<file path="src/rtl/multi_set_replacement_unit_if.sv">
// multi_set_replacement_unit_if: controller <-> replacement engine bus (hits, victim requests, victims).
// Invalidate signals exist only when REPLACEMENT_INVALIDATE_EN is defined.
interface multi_set_replacement_unit_if #(
    parameter int NUMBER_OF_CACHE_LINES = 4,
    parameter int COUNTER_WIDTH = $clog2(NUMBER_OF_CACHE_LINES),
    parameter int NUMBER_OF_SETS = 8,
    parameter int SET_WIDTH = (NUMBER_OF_SETS > 1) ? $clog2(NUMBER_OF_SETS) : 1
);
    logic                     mode;
    logic                     access_valid;
    logic [SET_WIDTH-1:0]     access_set;
    logic [COUNTER_WIDTH-1:0] access_line;
    logic                     replace_request;
    logic [SET_WIDTH-1:0]     replace_set;
    logic                     replace_valid;
    logic [COUNTER_WIDTH-1:0] replace_line;
`ifdef REPLACEMENT_INVALIDATE_EN
    logic                     invalidate_valid;
    logic [SET_WIDTH-1:0]     invalidate_set;
    logic [COUNTER_WIDTH-1:0] invalidate_line;
`endif

    modport master (
        output mode, access_valid, access_set, access_line, replace_request, replace_set,
`ifdef REPLACEMENT_INVALIDATE_EN
        output invalidate_valid, invalidate_set, invalidate_line,
`endif
        input  replace_valid, replace_line
    );

    modport slave (
        input  mode, access_valid, access_set, access_line, replace_request, replace_set,
`ifdef REPLACEMENT_INVALIDATE_EN
        input  invalidate_valid, invalidate_set, invalidate_line,
`endif
        output replace_valid, replace_line
    );
endinterface

</file>
<file path="src/rtl/multi_set_replacement_unit.sv">
// multi_set_replacement_unit: per-set age-counter LRU/FIFO victim selection with a registered victim pulse.
// Optional REPLACEMENT_INVALIDATE_EN adds invalidate-driven demotion (invalidated line becomes next victim).
module multi_set_replacement_unit #(
    parameter int NUMBER_OF_CACHE_LINES = 4,
    parameter int COUNTER_WIDTH = $clog2(NUMBER_OF_CACHE_LINES),
    parameter int NUMBER_OF_SETS = 8,
    parameter int SET_WIDTH = (NUMBER_OF_SETS > 1) ? $clog2(NUMBER_OF_SETS) : 1
) (
    input logic clock,
    input logic reset,
    multi_set_replacement_unit_if.slave rif
);
    localparam int N = NUMBER_OF_CACHE_LINES;
    typedef logic [COUNTER_WIDTH-1:0] age_t;
    localparam age_t OLDEST = age_t'(N - 1);

    logic [1:0] reset_sync_q;
    logic       rst_int_n;
    age_t       age_q [NUMBER_OF_SETS][N];
    age_t       age_d [NUMBER_OF_SETS][N];
    age_t       target [NUMBER_OF_SETS];
    logic [NUMBER_OF_SETS-1:0] promote, demote, rep_hit, inv_hit, acc_hit;
    age_t       victim;
    age_t       replace_line_q, replace_line_d;
    logic       replace_valid_q, replace_valid_d;

    // Assertion is immediate; release is retimed to the clock to avoid recovery hazards.
    always_ff @(posedge clock or negedge reset)
        if (!reset) reset_sync_q <= 2'b00;
        else        reset_sync_q <= {reset_sync_q[0], 1'b1};

    assign rst_int_n = reset_sync_q[1];

    always_comb begin
        victim = '0;
        for (int i = 0; i < N; i++)
            if (age_q[rif.replace_set][i] == OLDEST) victim = age_t'(i);
    end

    // One operation per set: replace beats invalidate beats access.
    always_comb begin
        rep_hit = '0;
        inv_hit = '0;
        acc_hit = '0;
        promote = '0;
        demote  = '0;
        for (int s = 0; s < NUMBER_OF_SETS; s++) begin
            rep_hit[s] = rif.replace_request && rif.replace_set == SET_WIDTH'(s);
`ifdef REPLACEMENT_INVALIDATE_EN
            inv_hit[s] = rif.invalidate_valid && rif.invalidate_set == SET_WIDTH'(s);
`endif
            acc_hit[s] = rif.access_valid && !rif.mode && rif.access_set == SET_WIDTH'(s);
            promote[s] = rep_hit[s] || (!inv_hit[s] && acc_hit[s]);
            demote[s]  = !rep_hit[s] && inv_hit[s];
`ifdef REPLACEMENT_INVALIDATE_EN
            target[s]  = rep_hit[s] ? victim : inv_hit[s] ? rif.invalidate_line : rif.access_line;
`else
            target[s]  = rep_hit[s] ? victim : rif.access_line;
`endif
        end
    end

    always_comb begin
        for (int s = 0; s < NUMBER_OF_SETS; s++)
            for (int j = 0; j < N; j++) begin
                age_d[s][j] = age_q[s][j];
                if (promote[s])
                    age_d[s][j] = (j == int'(target[s])) ? '0 :
                                  (age_q[s][j] < age_q[s][target[s]]) ? age_q[s][j] + 1'b1 : age_q[s][j];
                else if (demote[s])
                    age_d[s][j] = (j == int'(target[s])) ? OLDEST :
                                  (age_q[s][j] > age_q[s][target[s]]) ? age_q[s][j] - 1'b1 : age_q[s][j];
            end
        replace_valid_d = rif.replace_request;
        replace_line_d  = rif.replace_request ? victim : replace_line_q;
    end

    always_ff @(posedge clock or negedge rst_int_n)
        if (!rst_int_n) begin
            for (int s = 0; s < NUMBER_OF_SETS; s++)
                for (int i = 0; i < N; i++)
                    age_q[s][i] <= age_t'(N - 1 - i);
            replace_valid_q <= 1'b0;
            replace_line_q  <= '0;
        end else begin
            age_q           <= age_d;
            replace_valid_q <= replace_valid_d;
            replace_line_q  <= replace_line_d;
        end

    assign rif.replace_valid = replace_valid_q;
    assign rif.replace_line  = replace_line_q;
endmodule
</file>
<file path="src/flat_wrapper.sv">
// flat-port wrapper written by rule: the top's interface ports become plain ports
module multi_set_replacement_unit_flat 
#(
    parameter int NUMBER_OF_CACHE_LINES = 4,
    parameter int COUNTER_WIDTH = $clog2(NUMBER_OF_CACHE_LINES),
    parameter int NUMBER_OF_SETS = 8,
    parameter int SET_WIDTH = (NUMBER_OF_SETS > 1) ? $clog2(NUMBER_OF_SETS) : 1
)
  (clock, reset, rif_mode, rif_access_valid, rif_access_set, rif_access_line, rif_replace_request, rif_replace_set, rif_replace_valid, rif_replace_line);
  multi_set_replacement_unit_if #(.NUMBER_OF_CACHE_LINES(NUMBER_OF_CACHE_LINES), .COUNTER_WIDTH(COUNTER_WIDTH), .NUMBER_OF_SETS(NUMBER_OF_SETS), .SET_WIDTH(SET_WIDTH)) rif_i ();
  input logic clock;
  input logic reset;
  input wire logic [$bits(rif_i.mode)-1:0] rif_mode;
  input wire logic [$bits(rif_i.access_valid)-1:0] rif_access_valid;
  input wire logic [$bits(rif_i.access_set)-1:0] rif_access_set;
  input wire logic [$bits(rif_i.access_line)-1:0] rif_access_line;
  input wire logic [$bits(rif_i.replace_request)-1:0] rif_replace_request;
  input wire logic [$bits(rif_i.replace_set)-1:0] rif_replace_set;
  output wire logic [$bits(rif_i.replace_valid)-1:0] rif_replace_valid;
  output wire logic [$bits(rif_i.replace_line)-1:0] rif_replace_line;
  assign rif_i.mode = rif_mode;
  assign rif_i.access_valid = rif_access_valid;
  assign rif_i.access_set = rif_access_set;
  assign rif_i.access_line = rif_access_line;
  assign rif_i.replace_request = rif_replace_request;
  assign rif_i.replace_set = rif_replace_set;
  assign rif_replace_valid = rif_i.replace_valid;
  assign rif_replace_line = rif_i.replace_line;
  multi_set_replacement_unit #(.NUMBER_OF_CACHE_LINES(NUMBER_OF_CACHE_LINES), .COUNTER_WIDTH(COUNTER_WIDTH), .NUMBER_OF_SETS(NUMBER_OF_SETS), .SET_WIDTH(SET_WIDTH)) u_core (.clock(clock), .reset(reset), .rif(rif_i));
endmodule
</file>
<file path="config.mk">
export PLATFORM = sky130hd
export DESIGN_NAME = multi_set_replacement_unit_flat
export DESIGN_NICKNAME = d
export VERILOG_FILES = /design/src/rtl/multi_set_replacement_unit_if.sv /design/src/rtl/multi_set_replacement_unit.sv /design/src/flat_wrapper.sv
export SDC_FILE = /design/constraint.sdc
export NUM_CORES = 1
export LEC_CHECK = 0
export BUFFER_PORTS_ARGS = -buffer_cell sky130_fd_sc_hd__buf_2
export CAP_MARGIN = 5
export CORE_UTILIZATION = 50
export CTS_CLUSTER_DIAMETER = 120
export DETAILED_ROUTE_END_ITERATION = 16
export PLACE_DENSITY = 0.7
export RECOVER_POWER = 50
export REMOVE_ABC_BUFFERS = 1
export SYNTH_ARGS = -nofsm -noshare
export SYNTH_HDL_FRONTEND = slang
export SYNTH_SLANG_ARGS = --single-unit
</file>
<file path="constraint.sdc">
create_clock -name clock -period 2.3 [get_ports clock]
set_input_delay 0.23 -clock clock [delete_from_list [all_inputs] [get_ports clock]]
set_output_delay 0.23 -clock clock [all_outputs]
set_load 0.02 [all_outputs]
</file>
# == Yosys cells after proc, flatten, opt, wreduce, memory -nomap -nowiden ==
# Cells that the tools add are included.
# classes
n_eq_ne,41
n_reduce_logical,100
n_addsub,32
order_cmp,41
bitwise_logic,9
mux,102
# ops
op,count
2-to-1 mux 2 bit,90
"adder 2 x 1 -> 2 bit, second input constant",32
< comparator 2 bit,32
AND reduction 2 bit,32
nonzero test 2 bit,32
binary-select mux 2 bit (select 2 bit),8
"== test 2 bit, first input constant",16
binary-select mux 8 bit (select 3 bit),1
"== test 3 bit, second input constant",8
"greater-or-equal comparator 3 bit, second input constant",8
NOT 2 -> 3 bit,8
logical AND 1 bit,17
"== test 1 x 2 -> 1 bit, first input constant",8
zero test 2 bit,8
"== test 3 x 2 -> 1 bit, second input constant",4
2-to-1 mux 6 bit,2
logical OR 1 bit,8
"== test 2 bit, second input constant",3
"== test 3 x 1 -> 1 bit, second input constant",2
zero test 3 bit,2
"greater-or-equal comparator 4 bit, second input constant",1
NOT 3 -> 4 bit,1
zero test 1 bit,1
2-to-1 mux 1 bit,1
# totals
input_bits,13
reg_bits,69
word_cells,360
output_inout_bits,3

# == Longest topological paths before layout ==
# logic_depth
word_depth,16
mapped_depth,11
depth_no_buf,8

# == Worst setup path after synthesis ==
# No wires, ideal clock.
# synth_path
path_type,register to register
start,register u_core.age_q[2] in the netlist's numbering
end,register u_core.age_q[16] in the netlist's numbering
slack_ns,-0.200
setup_time_ns,0.123
path_stages_with_launch,9
arrival_ns,2.377
cell_sequence,dfstp_2 -> nand2_1 -> mux4_2 -> mux2_2 -> a31oi_2 -> o32ai_1 -> o221a_1 -> o21a_1 -> o221a_2
# synth_between
elab_chain_cells,14
# synth_lines
element,line_no,rtl
"start, declared",multi_set_replacement_unit.sv:19,age_t age_q [NUMBER_OF_SETS][N];
"start signal, assigned by index",multi_set_replacement_unit.sv:82,age_q[s][i] <= age_t'(N - 1 - i);
"start signal, assigned",multi_set_replacement_unit.sv:86,age_q <= age_d;
binary-select mux 8 bit (select 3 bit) (*),multi_set_replacement_unit.sv:37,if (age_q[rif.replace_set][i] == OLDEST) victim = age_t'(i);
2-to-1 mux 6 bit (implied by the code) (*) (2 in series),multi_set_replacement_unit.sv:37,
== test 2 bit (*),multi_set_replacement_unit.sv:37,
2-to-1 mux 2 bit (*) (2 in series),multi_set_replacement_unit.sv:37,
2-to-1 mux 2 bit (*),multi_set_replacement_unit.sv:58,target[s] = rep_hit[s] ? victim : rif.access_line;
NOT 2 -> 3 bit (implied by the code),multi_set_replacement_unit.sv:69,(age_q[s][j] < age_q[s][target[s]]) ? age_q[s][j] + 1'b1 : age_q[s][j];
binary-select mux 2 bit (select 2 bit),multi_set_replacement_unit.sv:69,
2-to-1 mux 2 bit (implied by the code) (2 in series),multi_set_replacement_unit.sv:69,
< comparator 2 bit,multi_set_replacement_unit.sv:69,
nonzero test 2 bit (no line),n/a,
AND reduction 2 bit (no line),n/a,
# Mark *: on every way between the ends. The rest lies on a longest branch, timed or not. The select of a mux whose other input is x is not followed.
# A chain may end at the register's enable or synchronous reset.

# == Final worst setup path ==
# layout_path
start,register u_core.age_q[10] in the netlist's numbering
end,register u_core.age_q[60] in the netlist's numbering
# layout_between
elab_chain_cells,14
# layout_lines
element,line_no
binary-select mux 8 bit (select 3 bit) (*),multi_set_replacement_unit.sv:37
2-to-1 mux 6 bit (implied by the code) (*) (2 in series),multi_set_replacement_unit.sv:37
== test 2 bit (*),multi_set_replacement_unit.sv:37
2-to-1 mux 2 bit (*) (2 in series),multi_set_replacement_unit.sv:37
2-to-1 mux 2 bit (*),multi_set_replacement_unit.sv:58
NOT 2 -> 3 bit (implied by the code),multi_set_replacement_unit.sv:69
binary-select mux 2 bit (select 2 bit),multi_set_replacement_unit.sv:69
2-to-1 mux 2 bit,n/a
2-to-1 mux 2 bit (implied by the code),multi_set_replacement_unit.sv:69
< comparator 2 bit,multi_set_replacement_unit.sv:69
nonzero test 2 bit (no line),n/a
AND reduction 2 bit (no line),n/a
# Marks and branches as above.

==> results.txt <==
Counting flops with an async set or reset pin after synthesis yields a share of 100%. Post-synthesis cell area: 0.00512 mm². In this run the static leakage power is 2.99 nW.

In the post-synthesis netlist, the biggest area contributors are sky130_fd_sc_hd__dfrtp_1, sky130_fd_sc_hd__dfstp_2, sky130_fd_sc_hd__a21oi_1. Entering global routing, the biggest net connects 68 pins. The die is 103 µm wide. The run gives 0 as the final-report hold violation count. The final clock period utilization by the worst path was 120%; the post-layout utilization of the core was 74.5%. At the placement stage, the worst setup path has a slack of -0.526 ns. The post-CTS clock slew at the launch and capture registers of the worst setup and hold paths is 0.08 ns, and the total detailed-routing wirelength is 18.4 mm. The number of max-cap violations came out at 1. The number of flops mapped to enable cells by yosys was 0; the normalized max-slew margin was -12.6%.

TritonCTS built the clock tree. Synthesis produced a netlist whose cell count is 632. Dividing the detail-routed wire length by the instance count gives 19.3 µm.

Upper clock frequency limit: 364 MHz. The number of buffers and inverters on the critical path is 3. The type of origin of the critical path is a flip-flop.

The final worst slack came out at -0.451 ns. The areal power density over the cells came out at 1110 mW/mm². The tightest min-delay check is of the in2reg type. The number of buffers between clock root and the deepest sink came out at 2. Reg-to-reg startpoint: u_core.age_q[10]. For the final count of negative-setup-slack endpoints, the log shows 61. The number of diodes added for antenna fixing was 0; the number of global-route vias before repair was 5772. The filler cell count in the final layout is 709. For the portion of the post-synthesis area used by sequential elements, the log shows 34.5%. In this run the clock root is driven by a sky130_fd_sc_hd__clkbuf_8. The finished cells cover 0.00735 mm². The design draws 8.15 mW. The setup check on the worst reg-to-reg path leaves a slack of -0.45 ns. Biggest area consumer among synthesized cells: sky130_fd_sc_hd__dfrtp_1.

Along the worst path, the maximum fanout reaches 5. The placer's final routability congestion estimate was 0.961. The final layout net count was 826. The count of input and output buffers was 15. Ranked by instance count, the synthesized netlist is headed by sky130_fd_sc_hd__a21oi_1, sky130_fd_sc_hd__nand2_1, sky130_fd_sc_hd__nor2_1, sky130_fd_sc_hd__o21ai_0, sky130_fd_sc_hd__dfrtp_1. The logs give 36 for the total number of placement rows and 0 for the overall overflow remaining after global route. The tools report the final hold slack as 0.164 ns. The core region is 0.00986 mm².

The tools report the final setup TNS as -12.77 ns. The kind of end point of the critical path is a flip-flop. The first global-routing pass estimated 28.7 mm of wire.

Setup repair after global routing could not meet its margin everywhere. The most numerous cell type found on the critical path is sky130_fd_sc_hd__buf_6. On the final layout, the worst clock skew is 0.00454 ns. The clock net in this run drives a total of 69 sinks.

In this run, distinct cell masters in the synthesized netlist total 79. For the worst setup path, the data arrival time is 3.04 ns. In this run the remaining antenna-violating nets after routing total 0.

The DRC violations left was 0. In this run, the number of DRC markers left after iteration 0 of detailed routing was 474. The kind of cell adding the most delay to the critical path is compound AO/OA/AOI/OAI gates.

After synthesis, the largest area contributor takes up 18.1% of total cell area. The type of the worst setup path is reg2reg. For the maximum resistive drop on vdd, the log shows 0.000595 V. Averaged over all synthesized cells, the footprint is 8.10 µm². The stage delay of the slowest cell on the critical path was 0.54 ns; the required time of the critical path was 2.59 ns. The final reports fail on max-capacitance violations, max-slew violations, negative setup slack. The first detailed-routing pass ran for 6 iterations. The run finished, with violations left. The critical hold path startpoint is rif_replace_request. The largest individual stage delay along the critical path comes from the cell sky130_fd_sc_hd__mux4_2.

After detailed placement, the design holds a cell count of 916. The H-tree was split into 3 levels. The fraction of layout cells with a size suffix above 1 is 42.7%, and the area added between synthesis and finish is 43.5%.

The critical path goes through nand2_1 -> mux4_2 -> mux2i_4 -> buf_12 -> a211oi_4 -> buf_6 -> a221oi_4 -> buf_6 -> nand3_4 -> a211oi_2 -> o22a_1. Number of vias after detailed routing: 5975. The most frequent cell after synthesis was sky130_fd_sc_hd__a21oi_1.

The vertical extent of the die works out to 103 µm. After synthesis the netlist holds a flip-flop and latch count of 69. The most used flip-flop cell after synthesis is sky130_fd_sc_hd__dfrtp_1. Number of I/O pins: 16. The die covers 0.0106 mm². The total half-perimeter wirelength after legalization and detailed placement was 13.0 mm. The startpoint of the worst setup timing path is u_core.age_q[10]. The number of antenna violations at the first check in global routing came out at 0. The count of cells in the finished layout, fillers not included, comes to 951. The count of final max-slew check failures was 68. Once the floorplan was initialized, standard cells occupied 51.9% of the core. In this run the cell area measured after placement is 0.00650 mm².

For the pin with the worst max-slew slack, the measured transition is 1.69 ns. Yosys printed 0 warnings. The time the final worst path needs with I/O delays and setup came out at 2.75 ns. The ratio of routed vias to standard cells is 6.28. Buffers inserted during clock tree synthesis total 9. At the later pin of the worst-skew pair, clock insertion delay measures 0.37 ns. The overall fraction of global-route tracks in use came out at 35.8%.
==> layer usage <==
metal,global-route usage [%],up-vias,part of all wire [%]
met5,0,-,0
met4,15.8,0,3.5
met3,7.46,65,8.7
met2,57.9,317,47
met1,46.6,2859,41
li1,-,2734,-
==> worst register-to-register path, cell delays in order, from the launching register on <==
cell	delay, ns
sky130_fd_sc_hd__dfstp_2	0.53
sky130_fd_sc_hd__nand2_1	0.08
sky130_fd_sc_hd__mux4_2	0.54
sky130_fd_sc_hd__mux2i_4	0.21
sky130_fd_sc_hd__buf_12	0.14
sky130_fd_sc_hd__a211oi_4	0.04
sky130_fd_sc_hd__buf_6	0.15
sky130_fd_sc_hd__a221oi_4	0.29
sky130_fd_sc_hd__buf_6	0.16
sky130_fd_sc_hd__nand3_4	0.11
sky130_fd_sc_hd__a211oi_2	0.25
sky130_fd_sc_hd__o22a_1	0.20
==> cell families (layout without fill, tap and decap cells) <==
family / Yosys count / in the layout / share of synthesized area (%)
flops: 69 / 69 / 34.5
other cells: 1 / 1 / 0.0732
buf+inv: 54 / 239 / 4.45
mux: 13 / 13 / 5.03
compound gates: 260 / 260 / 34.4
simple gates: 235 / 236 / 21.6
==> worst paths after layout <==
path / endpoint / cells after the start
worst max-delay path: u_core.age_q[60] / 11
worst min-delay path: u_core.rif.replace_valid / 2
worst max register to register: u_core.age_q[60] / 11
worst min register to register: u_core.reset_sync_q[1] / 0
max in group asynchronous: u_core.age_q[60] / 1
min in group asynchronous: u_core.reset_sync_q[0] / 2
==> power breakdown <==
part           internal [mW]  switching, mW
clock                  0.526          0.517
sequential              1.96          0.478
combinational           2.24           2.42
==> timing repair <==
action | 4_1_cts | 5_1_grt
cloned | 1 | 0
hold endpoints to repair | 2 | 0
gates resized for setup | 90 | 49
endpoints found under the setup margin | 62 | 63
pin swaps | 47 | 28
buffers inserted | 12 | 8
hold buffers | 1 | 0
==> placed cells by master (no fill, tap or decap), types with 17 or more instances in the layout <==
master                      n
sky130_fd_sc_hd__inv_1     30
sky130_fd_sc_hd__nand2_1   68
sky130_fd_sc_hd__nor2_1    67
sky130_fd_sc_hd__a31oi_1   27
sky130_fd_sc_hd__dfstp_2   32
sky130_fd_sc_hd__o21ai_0   29
sky130_fd_sc_hd__nand3_1   22
sky130_fd_sc_hd__o21ai_1   17
sky130_fd_sc_hd__a21oi_1   56
sky130_fd_sc_hd__dfrtp_1   36
sky130_fd_sc_hd__a21oi_2   19
sky130_fd_sc_hd__buf_4    158
==> registers in the layout (all words and copies together), names as in the netlist <==
signal / count
u_core.rif.replace_line: 2
u_core.age_q: 64
u_core.rif.replace_valid: 1
u_core.reset_sync_q: 2
==> final cells by class <==
class	count	area (µm²)	share of cell area (%)
Clock buffer	10	138	1.87
Clock inverter	6	62.6	0.852
Inverter	30	113	1.53
Multi-Input combinational cell	510	3600	49.0
Sequential cell	69	1770	24.1
Tap cell	133	166	2.27
Timing Repair Buffer	193	1500	20.4
No activity file was read; power rests on OpenSTA's default activity.
